**src/rtl/sd_spi_responder.sv**
```systemverilog
// sd_spi_responder
// Card side of an SD card in SPI mode. Decodes 6-byte commands and answers
// with R1/R3/R7 responses. Single-block reads (CMD17) are served from a
// 512-byte buffer that the host fills when sd_rd is raised.
//
// Ports:
//   clk, reset         system clock, asynchronous active-high reset
//   spi_clk            SCK from the master (idle low, synchronous to clk)
//   spi_cs_n           chip select, active low
//   spi_mosi           master data out
//   spi_miso           responder data out (1 while deselected)
//   sd_rd, sd_lba      block read request (level) and its block address
//   sd_ack             one-cycle pulse: the buffer holds the requested block
//   buf_we/addr/din    host write port into the block buffer
//   card_idle          card is in idle state (R1 bit 0)
module sd_spi_responder #(
  parameter int          NCR_BYTES = 1,
  parameter logic [31:0] OCR_READY = 32'hC0FF8000
) (
  input  logic        clk,
  input  logic        reset,
  input  logic        spi_clk,
  input  logic        spi_cs_n,
  input  logic        spi_mosi,
  output logic        spi_miso,
  output logic        sd_rd,
  output logic [31:0] sd_lba,
  input  logic        sd_ack,
  input  logic        buf_we,
  input  logic [8:0]  buf_addr,
  input  logic [7:0]  buf_din,
  output logic        card_idle
);

  typedef enum logic [2:0] {
    CMD_WAIT, ARG, NCR, RESP, READ_WAIT, TOKEN, DATA, CRC
  } state_t;

  localparam logic [3:0] NCR_LAST = 4'(NCR_BYTES);

  state_t      state, state_next;
  logic        sclk_q;
  logic [2:0]  bit_cnt;
  logic [6:0]  rx_sr;
  logic [7:0]  tx_sr;
  logic [7:0]  tx_next;
  logic [7:0]  rx_byte;
  logic        rise;
  logic        boundary;
  logic [5:0]  cmd;
  logic [31:0] arg;
  logic [2:0]  arg_cnt;
  logic [3:0]  ncr_cnt;
  logic [39:0] resp_sr;
  logic [2:0]  resp_left;
  logic        read_go;
  logic        app_cmd;
  logic        ack_seen;
  logic [8:0]  ptr;
  logic        crc_cnt;
  logic [7:0]  mem [0:511];

  logic        dec_idle;
  logic        dec_app;
  logic        dec_read;
  logic [2:0]  dec_len;
  logic [7:0]  dec_r1;
  logic [31:0] dec_tail;

  assign rise     = spi_clk & ~sclk_q;
  assign boundary = rise & ~spi_cs_n & (bit_cnt == 3'd7);
  assign rx_byte  = {rx_sr, spi_mosi};
  assign spi_miso = spi_cs_n ? 1'b1 : tx_sr[7];

  // Host write port; the FSM reads asynchronously at ptr.
  always_ff @(posedge clk) begin
    if (buf_we) mem[buf_addr] <= buf_din;
  end

  // Command decode, evaluated while the CRC byte completes. The response is
  // left-aligned in 40 bits; R1 reflects the idle value after the command.
  always_comb begin
    dec_idle = card_idle;
    dec_app  = 1'b0;
    dec_read = 1'b0;
    dec_len  = 3'd1;
    dec_r1   = {7'b0, card_idle};
    dec_tail = 32'h0;
    case (cmd)
      6'd0: begin
        dec_idle = 1'b1;
        dec_r1   = 8'h01;
      end
      6'd8: begin
        dec_len  = 3'd5;
        dec_tail = {16'h0, 4'h0, arg[11:8], arg[7:0]};
      end
      6'd16: begin
        dec_r1 = {7'b0, card_idle};
      end
      6'd17: begin
        if (card_idle) begin
          dec_r1 = 8'h05;
        end else begin
          dec_r1   = 8'h00;
          dec_read = 1'b1;
        end
      end
      6'd41: begin
        if (app_cmd) begin
          dec_idle = 1'b0;
          dec_r1   = 8'h00;
        end else begin
          dec_r1 = {5'b0, 1'b1, 1'b0, card_idle};
        end
      end
      6'd55: begin
        dec_app = 1'b1;
      end
      6'd58: begin
        dec_len  = 3'd5;
        dec_tail = card_idle ? (OCR_READY & 32'h7FFFFFFF) : OCR_READY;
      end
      default: begin
        dec_r1 = {5'b0, 1'b1, 1'b0, card_idle};
      end
    endcase
  end

  // Byte-level next state and the byte to load into tx_sr at the boundary.
  // The state names what is being shifted out during the current byte.
  always_comb begin
    state_next = state;
    tx_next    = 8'hFF;
    if (spi_cs_n) begin
      state_next = CMD_WAIT;
    end else if (boundary) begin
      case (state)
        CMD_WAIT:  if (rx_byte[7:6] == 2'b01) state_next = ARG;
        ARG:       if (arg_cnt == 3'd4) state_next = NCR;
        NCR: begin
          if (ncr_cnt == NCR_LAST) begin
            state_next = RESP;
            tx_next    = resp_sr[39:32];
          end
        end
        RESP: begin
          if (resp_left == 3'd0) state_next = read_go ? READ_WAIT : CMD_WAIT;
          else tx_next = resp_sr[39:32];
        end
        READ_WAIT: begin
          if (ack_seen) begin
            state_next = TOKEN;
            tx_next    = 8'hFE;
          end
        end
        TOKEN: begin
          state_next = DATA;
          tx_next    = mem[ptr];
        end
        DATA: begin
          if (ptr == 9'd0) state_next = CRC;
          else tx_next = mem[ptr];
        end
        CRC:       if (crc_cnt) state_next = CMD_WAIT;
        default:   state_next = CMD_WAIT;
      endcase
    end
  end

  always_ff @(posedge clk or posedge reset) begin
    if (reset) state <= CMD_WAIT;
    else state <= state_next;
  end

  // Bit shifting, byte counters, handshake and the per-state datapath.
  always_ff @(posedge clk or posedge reset) begin
    if (reset) begin
      sclk_q    <= 1'b0;
      bit_cnt   <= 3'd0;
      rx_sr     <= 7'h0;
      tx_sr     <= 8'hFF;
      cmd       <= 6'd0;
      arg       <= 32'h0;
      arg_cnt   <= 3'd0;
      ncr_cnt   <= 4'd0;
      resp_sr   <= 40'hFF_FFFF_FFFF;
      resp_left <= 3'd0;
      read_go   <= 1'b0;
      app_cmd   <= 1'b0;
      ack_seen  <= 1'b0;
      ptr       <= 9'd0;
      crc_cnt   <= 1'b0;
      sd_rd     <= 1'b0;
      sd_lba    <= 32'h0;
      card_idle <= 1'b1;
    end else begin
      sclk_q <= spi_clk;
      if (sd_rd && sd_ack) begin
        sd_rd    <= 1'b0;
        ack_seen <= 1'b1;
      end
      if (spi_cs_n) begin
        bit_cnt <= 3'd0;
        tx_sr   <= 8'hFF;
      end else if (rise) begin
        rx_sr <= rx_byte[6:0];
        if (bit_cnt == 3'd7) begin
          bit_cnt <= 3'd0;
          tx_sr   <= tx_next;
        end else begin
          bit_cnt <= bit_cnt + 3'd1;
          tx_sr   <= {tx_sr[6:0], 1'b1};
        end
      end
      if (boundary) begin
        case (state)
          CMD_WAIT: begin
            if (rx_byte[7:6] == 2'b01) begin
              cmd     <= rx_byte[5:0];
              arg_cnt <= 3'd0;
            end
          end
          ARG: begin
            if (arg_cnt == 3'd4) begin
              ncr_cnt   <= 4'd1;
              resp_sr   <= {dec_r1, dec_tail};
              resp_left <= dec_len;
              card_idle <= dec_idle;
              app_cmd   <= dec_app;
              read_go   <= dec_read;
            end else begin
              arg     <= {arg[23:0], rx_byte};
              arg_cnt <= arg_cnt + 3'd1;
            end
          end
          NCR: begin
            if (ncr_cnt == NCR_LAST) begin
              resp_sr   <= {resp_sr[31:0], 8'hFF};
              resp_left <= resp_left - 3'd1;
            end else begin
              ncr_cnt <= ncr_cnt + 4'd1;
            end
          end
          RESP: begin
            if (resp_left == 3'd0) begin
              if (read_go) begin
                sd_rd    <= 1'b1;
                sd_lba   <= arg;
                ack_seen <= 1'b0;
              end
            end else begin
              resp_sr   <= {resp_sr[31:0], 8'hFF};
              resp_left <= resp_left - 3'd1;
            end
          end
          READ_WAIT: begin
            ptr     <= 9'd0;
            crc_cnt <= 1'b0;
          end
          TOKEN:   ptr <= 9'd1;
          DATA:    ptr <= ptr + 9'd1;
          CRC:     crc_cnt <= 1'b1;
          default: ;
        endcase
      end
    end
  end

endmodule
```
**config.mk**
```make
export PLATFORM = sky130hd
export DESIGN_NAME = sd_spi_responder
export DESIGN_NICKNAME = d
export VERILOG_FILES = /design/src/rtl/sd_spi_responder.sv
export SDC_FILE = /design/constraint.sdc
export NUM_CORES = 2
export LEC_CHECK = 0
export BUFFER_PORTS_ARGS = -buffer_cell sky130_fd_sc_hd__clkbuf_2
export CORE_ASPECT_RATIO = 0.6
export CORE_MARGIN = 5
export CORE_UTILIZATION = 49
export CTS_BUF_LIST = sky130_fd_sc_hd__clkbuf_4
export CTS_CLUSTER_DIAMETER = 100
export DETAILED_ROUTE_END_ITERATION = 8
export SYNTH_ARGS = -nofsm -noshare
export SYNTH_HDL_FRONTEND = slang
export SYNTH_SLANG_ARGS = --single-unit
```
**constraint.sdc**
```tcl
create_clock -name clk -period 4.75 [get_ports clk]
set_clock_uncertainty 0.1 [all_clocks]
set_input_delay 0 -clock clk [delete_from_list [all_inputs] [get_ports clk]]
set_output_delay 0 -clock clk [all_outputs]
set_load 0.1 [all_outputs]
```
Word level (Yosys, flattened, before mapping)
Memories as Yosys holds them, arrays and structs flattened.
Index checks and enable logic that the tools add are counted.
Operators by class
  add/sub/neg operators: 5
  multipliers: 0
  div/mod/pow operators: 0
  order comparisons: 0
  equality and inequality tests: 31
  shift operators: 0
  muxes and demuxes: 63
  bitwise operators: 6
  reduce and logical (&&, ||, !) cells: 27
Operators by type and width (count)
  $mux 40: 3
  $pmux 40 s3: 1
  $pmux 32 s2: 1
  $mux 3: 21
  $mux 8: 7
  $pmux 8 s5: 1
  $mux 32: 1
  $pmux 9 s3: 1
  $pmux 3 s8: 1
  $ne 3x3->1 const B: 7
  $eq 3x3->1 const B: 6
  $eq 6x6->1 const B: 3
  $mux 1: 18
  $ne 2x2->1 const B: 7
  $eq 6x5->1 const B: 2
  $pmux 3 s4: 1
  $reduce_and 4->1: 3
  $reduce_bool 2->1: 6
  $reduce_and 5->1: 2
  $add 9x1->9 const B: 1
  $logic_not 9->1: 1
  $pmux 3 s3: 1
  $reduce_and 3->1: 3
  $mux 4: 2
  other kinds (21): 32
Word-level totals
  register bits: 157
  latch bits: 0
  bits in writable memories: 4096
  memory bits (read-only): 0
  input port bits: 24
  output and inout port bits: 35
  word-level logic and storage cells: 152
  memories kept: 1
Memories
  mem: depth 512, width 8, read ports 1, clocked after Yosys merged registers in 0, write ports 1, line 61  | logic [7:0] mem [0:511];

Logic depth before layout (Yosys ltp)
  word-level depth: 8
  gate-level depth with buffers: 16

Worst setup path after synthesis
No wires, ideal clock.
  path kind: register to register
  from: reg ptr[1]
  to: reg tx_sr[6]
  arrival time: 2.976 ns
  path slack: 1.601 ns
  stages on the path, launching flop included: 15
  buffers on the path: 5
  clock period less this slack: 3.149 ns
  path through: dfrtp_1 -> buf_4 -> buf_4 -> inv_1 -> buf_2 -> buf_2 -> buf_1 -> ha_1 -> nand4_1 -> or3_2 -> and4_1 -> nand4_1 -> o31a_1 -> o21ai_1 -> a21oi_1
Between the ends
  cells in the longest elaborated chain, start to end: 7
  elaborated cells between the ends (all ways): 8
  classes of those cells: 6 x mux; 1 x reduce/logical; 1 x memory
Ends and longest elaborated chain
  from (decl): line 59  | logic [8:0] ptr;
  from (signal assigned): line 262  | DATA: ptr <= ptr + 9'd1;
  $mem_v2 512x8 / $logic_not 9->1 (equally long branches)
  $mux 8: line 162  | if (ptr == 9'd0) state_next = CRC;
  $pmux 8 s5 (*): line 138  | case (state)
  $mux 8 (*): line 137  | end else if (boundary) begin
  $mux 8 (*): line 208  | if (bit_cnt == 3'd7) begin
  $mux 8 (*): line 206  | end else if (rise) begin
  $mux 8 (*): line 203  | if (spi_cs_n) begin
  to (signal assigned): line 210  | tx_sr <= tx_next;
  to (signal assigned): line 213  | tx_sr <= {tx_sr[6:0], 1'b1};
  to (decl): line 45  | logic [7:0] tx_sr;
Every way passes the cells marked *; elsewhere a longest branch is shown, timed or not. The select of a mux whose other input is x is not followed.
A chain may end at the register's enable or synchronous reset.

Worst setup path in the final report
  from: reg ptr[0]
  to: reg tx_sr[7]
The elaborated chain is that of the path after synthesis.

==> impl_metrics.tcl <==
set metrics [dict create \
    clk_path_buf_depth 4 \
    n_fill_cell 26060 \
    die_width_um 764.2 \
    worst_slew_pin_slew_ps 1371 \
    design_area_um2 188600 \
    drive_gt1_frac 0.3287 \
    yosysWarnings 0 \
    worst_slack_ps -61.95 \
    layout_common_cells "edfxtp_1, clkbuf_4, mux4_2" \
    die_height_um 462.5 \
    max_stage_delay_ps 1130 \
    yosysUniqueCellTypes 88 \
    cp-end-kind "flip-flop" \
    gr-total-overflow 0 \
    area_delta_synth_final_pct 12.80 \
    synth_seq_area_share 0.7594 \
    drtIter0Drc 13410 \
    peakVddDrop_v 0.0002617 \
    critPathArrivalTime_ps 6140 \
    synth_edf_count 4096 \
    clkTransAtPathRegs_ps 80 \
    setup_viol 1 \
    numCtsBuffers 927 \
    vias_per_cell 6.342 \
    dp_slack_ps -86.15 \
    drtPass1Iterations 5 \
    fin_crit_sh 1.013 \
    whs_path_depth 4 \
    place_congestion 0.8955 \
    antenna_found_initial 40 \
    regArea_um2 127000 \
    cp_slowest_cell "dfrtp_4" \
    clock_latency_ps 1500 \
    grt_pass1_vias 90140 \
    synthCells 8152 \
    drv_slew 0 \
    routedWlPerCell_um 35.11 \
    rows 166 \
    dieArea_um2 353400 \
    powerDensity_nw_per_um2 376.9 \
    crit_required_ps 6080 \
    worstSetupStartpointType "flip-flop" \
    final_common_cell "edfxtp_1" \
    portBuffers 58 \
    grt_pass1_wl_mm 709.7 \
    ys_ff_latch 4253 \
    multiInputGateArea_um2 36950 \
    cp.buffers_inverters 3 \
    fmax_mhz 207.8 \
    critPathMaxFanout 28 \
    post-route-drc-count 0 \
    synth_nets 8186 \
    cts_htree_levels 6 \
    hold_violations 0 \
    place_area_um2 175600 \
    worst-setup-path-type "reg -> reg" \
    ff2ff_path_depth 10 \
    num_io_pins 59 \
    crit_family "flip-flops" \
    cp.depth 10 \
    wirelength_mm 511.3 \
    hpwlAfterDp_mm 316.4 \
    syn_area_um2 167200 \
    cts_tree "yes" \
    slew_headroom 0.08599 \
    synth_area_per_cell_um2 20.51 \
    floorplan.initialDensity 0.4912 \
    rsz0062_at_grt "false" \
    synthArstFlopShare 0.03692 \
    ant_nets 0 \
    cts_resized 0 \
    final_util 0.5541 \
    cts.sinks 4253 \
    power_leakage_uw 0.06391 \
    coreArea_um2 340400 \
    cap_violations 0 \
    layout.nets 9318 \
    violations "setup timing" \
    status "finished, violations left" \
    num_vias 92350 \
    fin_crit_ps 4812 \
    clock-root-buffer "clkbuf_4" \
    grt_max_degree 208 \
    grtUsageTotal 0.2866 \
    worstPathCellList "buf_12 > buf_12 > mux4_2 > mux2i_1 > o21ai_1 > nor3_1 > buf_4 > o22ai_1 > a2111oi_2 > o21ai_1" \
    ys.flop_type "edfxtp_1" \
    hold_path_class "in -> reg" \
]
## area by class of cell
type,instances,area share
flip-flops and latches,4253,0.6734
multi-input cells,3365,0.1959
clock buffers,1438,0.05723
repair buffers,715,0.03608
well taps,4536,0.03009
clock inverters,211,0.006448
inverters,22,0.0005771
diodes,22,0.0002919
## worst paths after layout
kind	from	end	slack (ps)
min in group asynchronous	reset	resp_sr[14]$_DFFE_PP1P_	400
max reg2reg	ptr[0]$_DFFE_PP0P_	tx_sr[7]$_DFFE_PP1P_	-60
max in group asynchronous	reset	resp_sr[11]$_DFFE_PP1P_	3580
max	ptr[0]$_DFFE_PP0P_	tx_sr[7]$_DFFE_PP1P_	-60
min reg2reg	arg[23]$_DFFE_PP0P_	sd_lba[23]$_DFFE_PP0P_	360
min	buf_din[5]	mem[295][5]$_DFFE_PP_	140
## layer usage
| layer | vias to the layer above | track usage | wire length [um] |
|---|---|---|---|
| met1 | 48610 | 0.4396 | 210300 |
| met4 | 30 | 0.08874 | 14890 |
| met5 | - | 0 | 207 |
| met3 | 799 | 0.1107 | 76510 |
| met2 | 6393 | 0.3769 | 209400 |
| li1 | 36520 | - | - |
## logic make-up after synthesis
group / Yosys count / share of synthesized area
flops: 4253 / 0.7594
mux: 1436 / 0.1594
simple gates: 1232 / 0.03098
compound gates: 681 / 0.02778
buf+inv: 534 / 0.02138
fa+ha+maj: 10 / 0.0007482
xor+xnor: 6 / 0.0003142
## registers in the layout, indices dropped and copies added, names as in the netlist, 4 cells and up
signal   count
ptr          9
sd_lba      32
resp_sr     40
rx_sr        7
mem       4096
cmd          6
tx_sr        8
arg         32
ncr_cnt      4
## power by group
group | switching, uW | total [uW] | leakage (uW) | internal [uW]
Sequential | 48.3 | 41200 | 0.0388 | 41100
Clock | 14400 | 28900 | 0.00719 | 14500
Combinational | 852 | 1020 | 0.0180 | 172
## Yosys cell counts, drive strengths merged, types with 8 or more instances
cell type,count,share of area
and2,12,0.00045
a31oi,23,0.00086
nand3,55,0.0016
o21ai,122,0.0037
a22oi,76,0.0034
nor4,8,0.00030
ha,10,0.00075
nor2,592,0.013
mux2,96,0.0065
a221oi,38,0.0021
o22ai,74,0.0028
nand4,17,0.00064
o221ai,63,0.0033
a311oi,20,0.0010
mux2i,375,0.022
a2111oi,13,0.00073
o211ai,8,0.00036
clkbuf,205,0.0053
mux4,965,0.13
nor2b,29,0.0011
nor3,50,0.0015
o31ai,12,0.00054
edfxtp,4096,0.74
dfstp,49,0.0077
a22o,8,0.00042
nand2,387,0.0087
inv,20,0.00045
a211oi,22,0.00099
buf,305,0.015
dfrtp,108,0.016
nand2b,19,0.00071
and3,21,0.00079
a21oi,135,0.0040
nor3b,9,0.00040
## stage by stage
step | TNS [ps] | instances | total power, uW | hold slack [ps]
2_1_floorplan | 0 | 8152 | 42120 | -68.57
3_3_place_gp | -242.8 | 12820 | 42890 | 51.07
3_5_place_dp | -152.1 | 12820 | 42960 | 69.68
4_1_cts | 0 | 14540 | 71400 | 3.666
5_1_grt | 0 | 14540 | 73440 | 104.8
6_report | -61.95 | 14560 | 71090 | 138.9
## worst min-delay path, cell delays in order
cell and delay, ps:
dlygate4sd3_1 530, dlygate4sd3_1 580, buf_8 150, buf_16 230
## timing repair
action | in CTS | in global routing
hold buffers | 74 | 0
endpoints found under the hold margin | 8258 | 0
setup endpoints to repair | 2 | 0
buffers inserted | 1 | 0
Power figures use the tool's default switching activity.
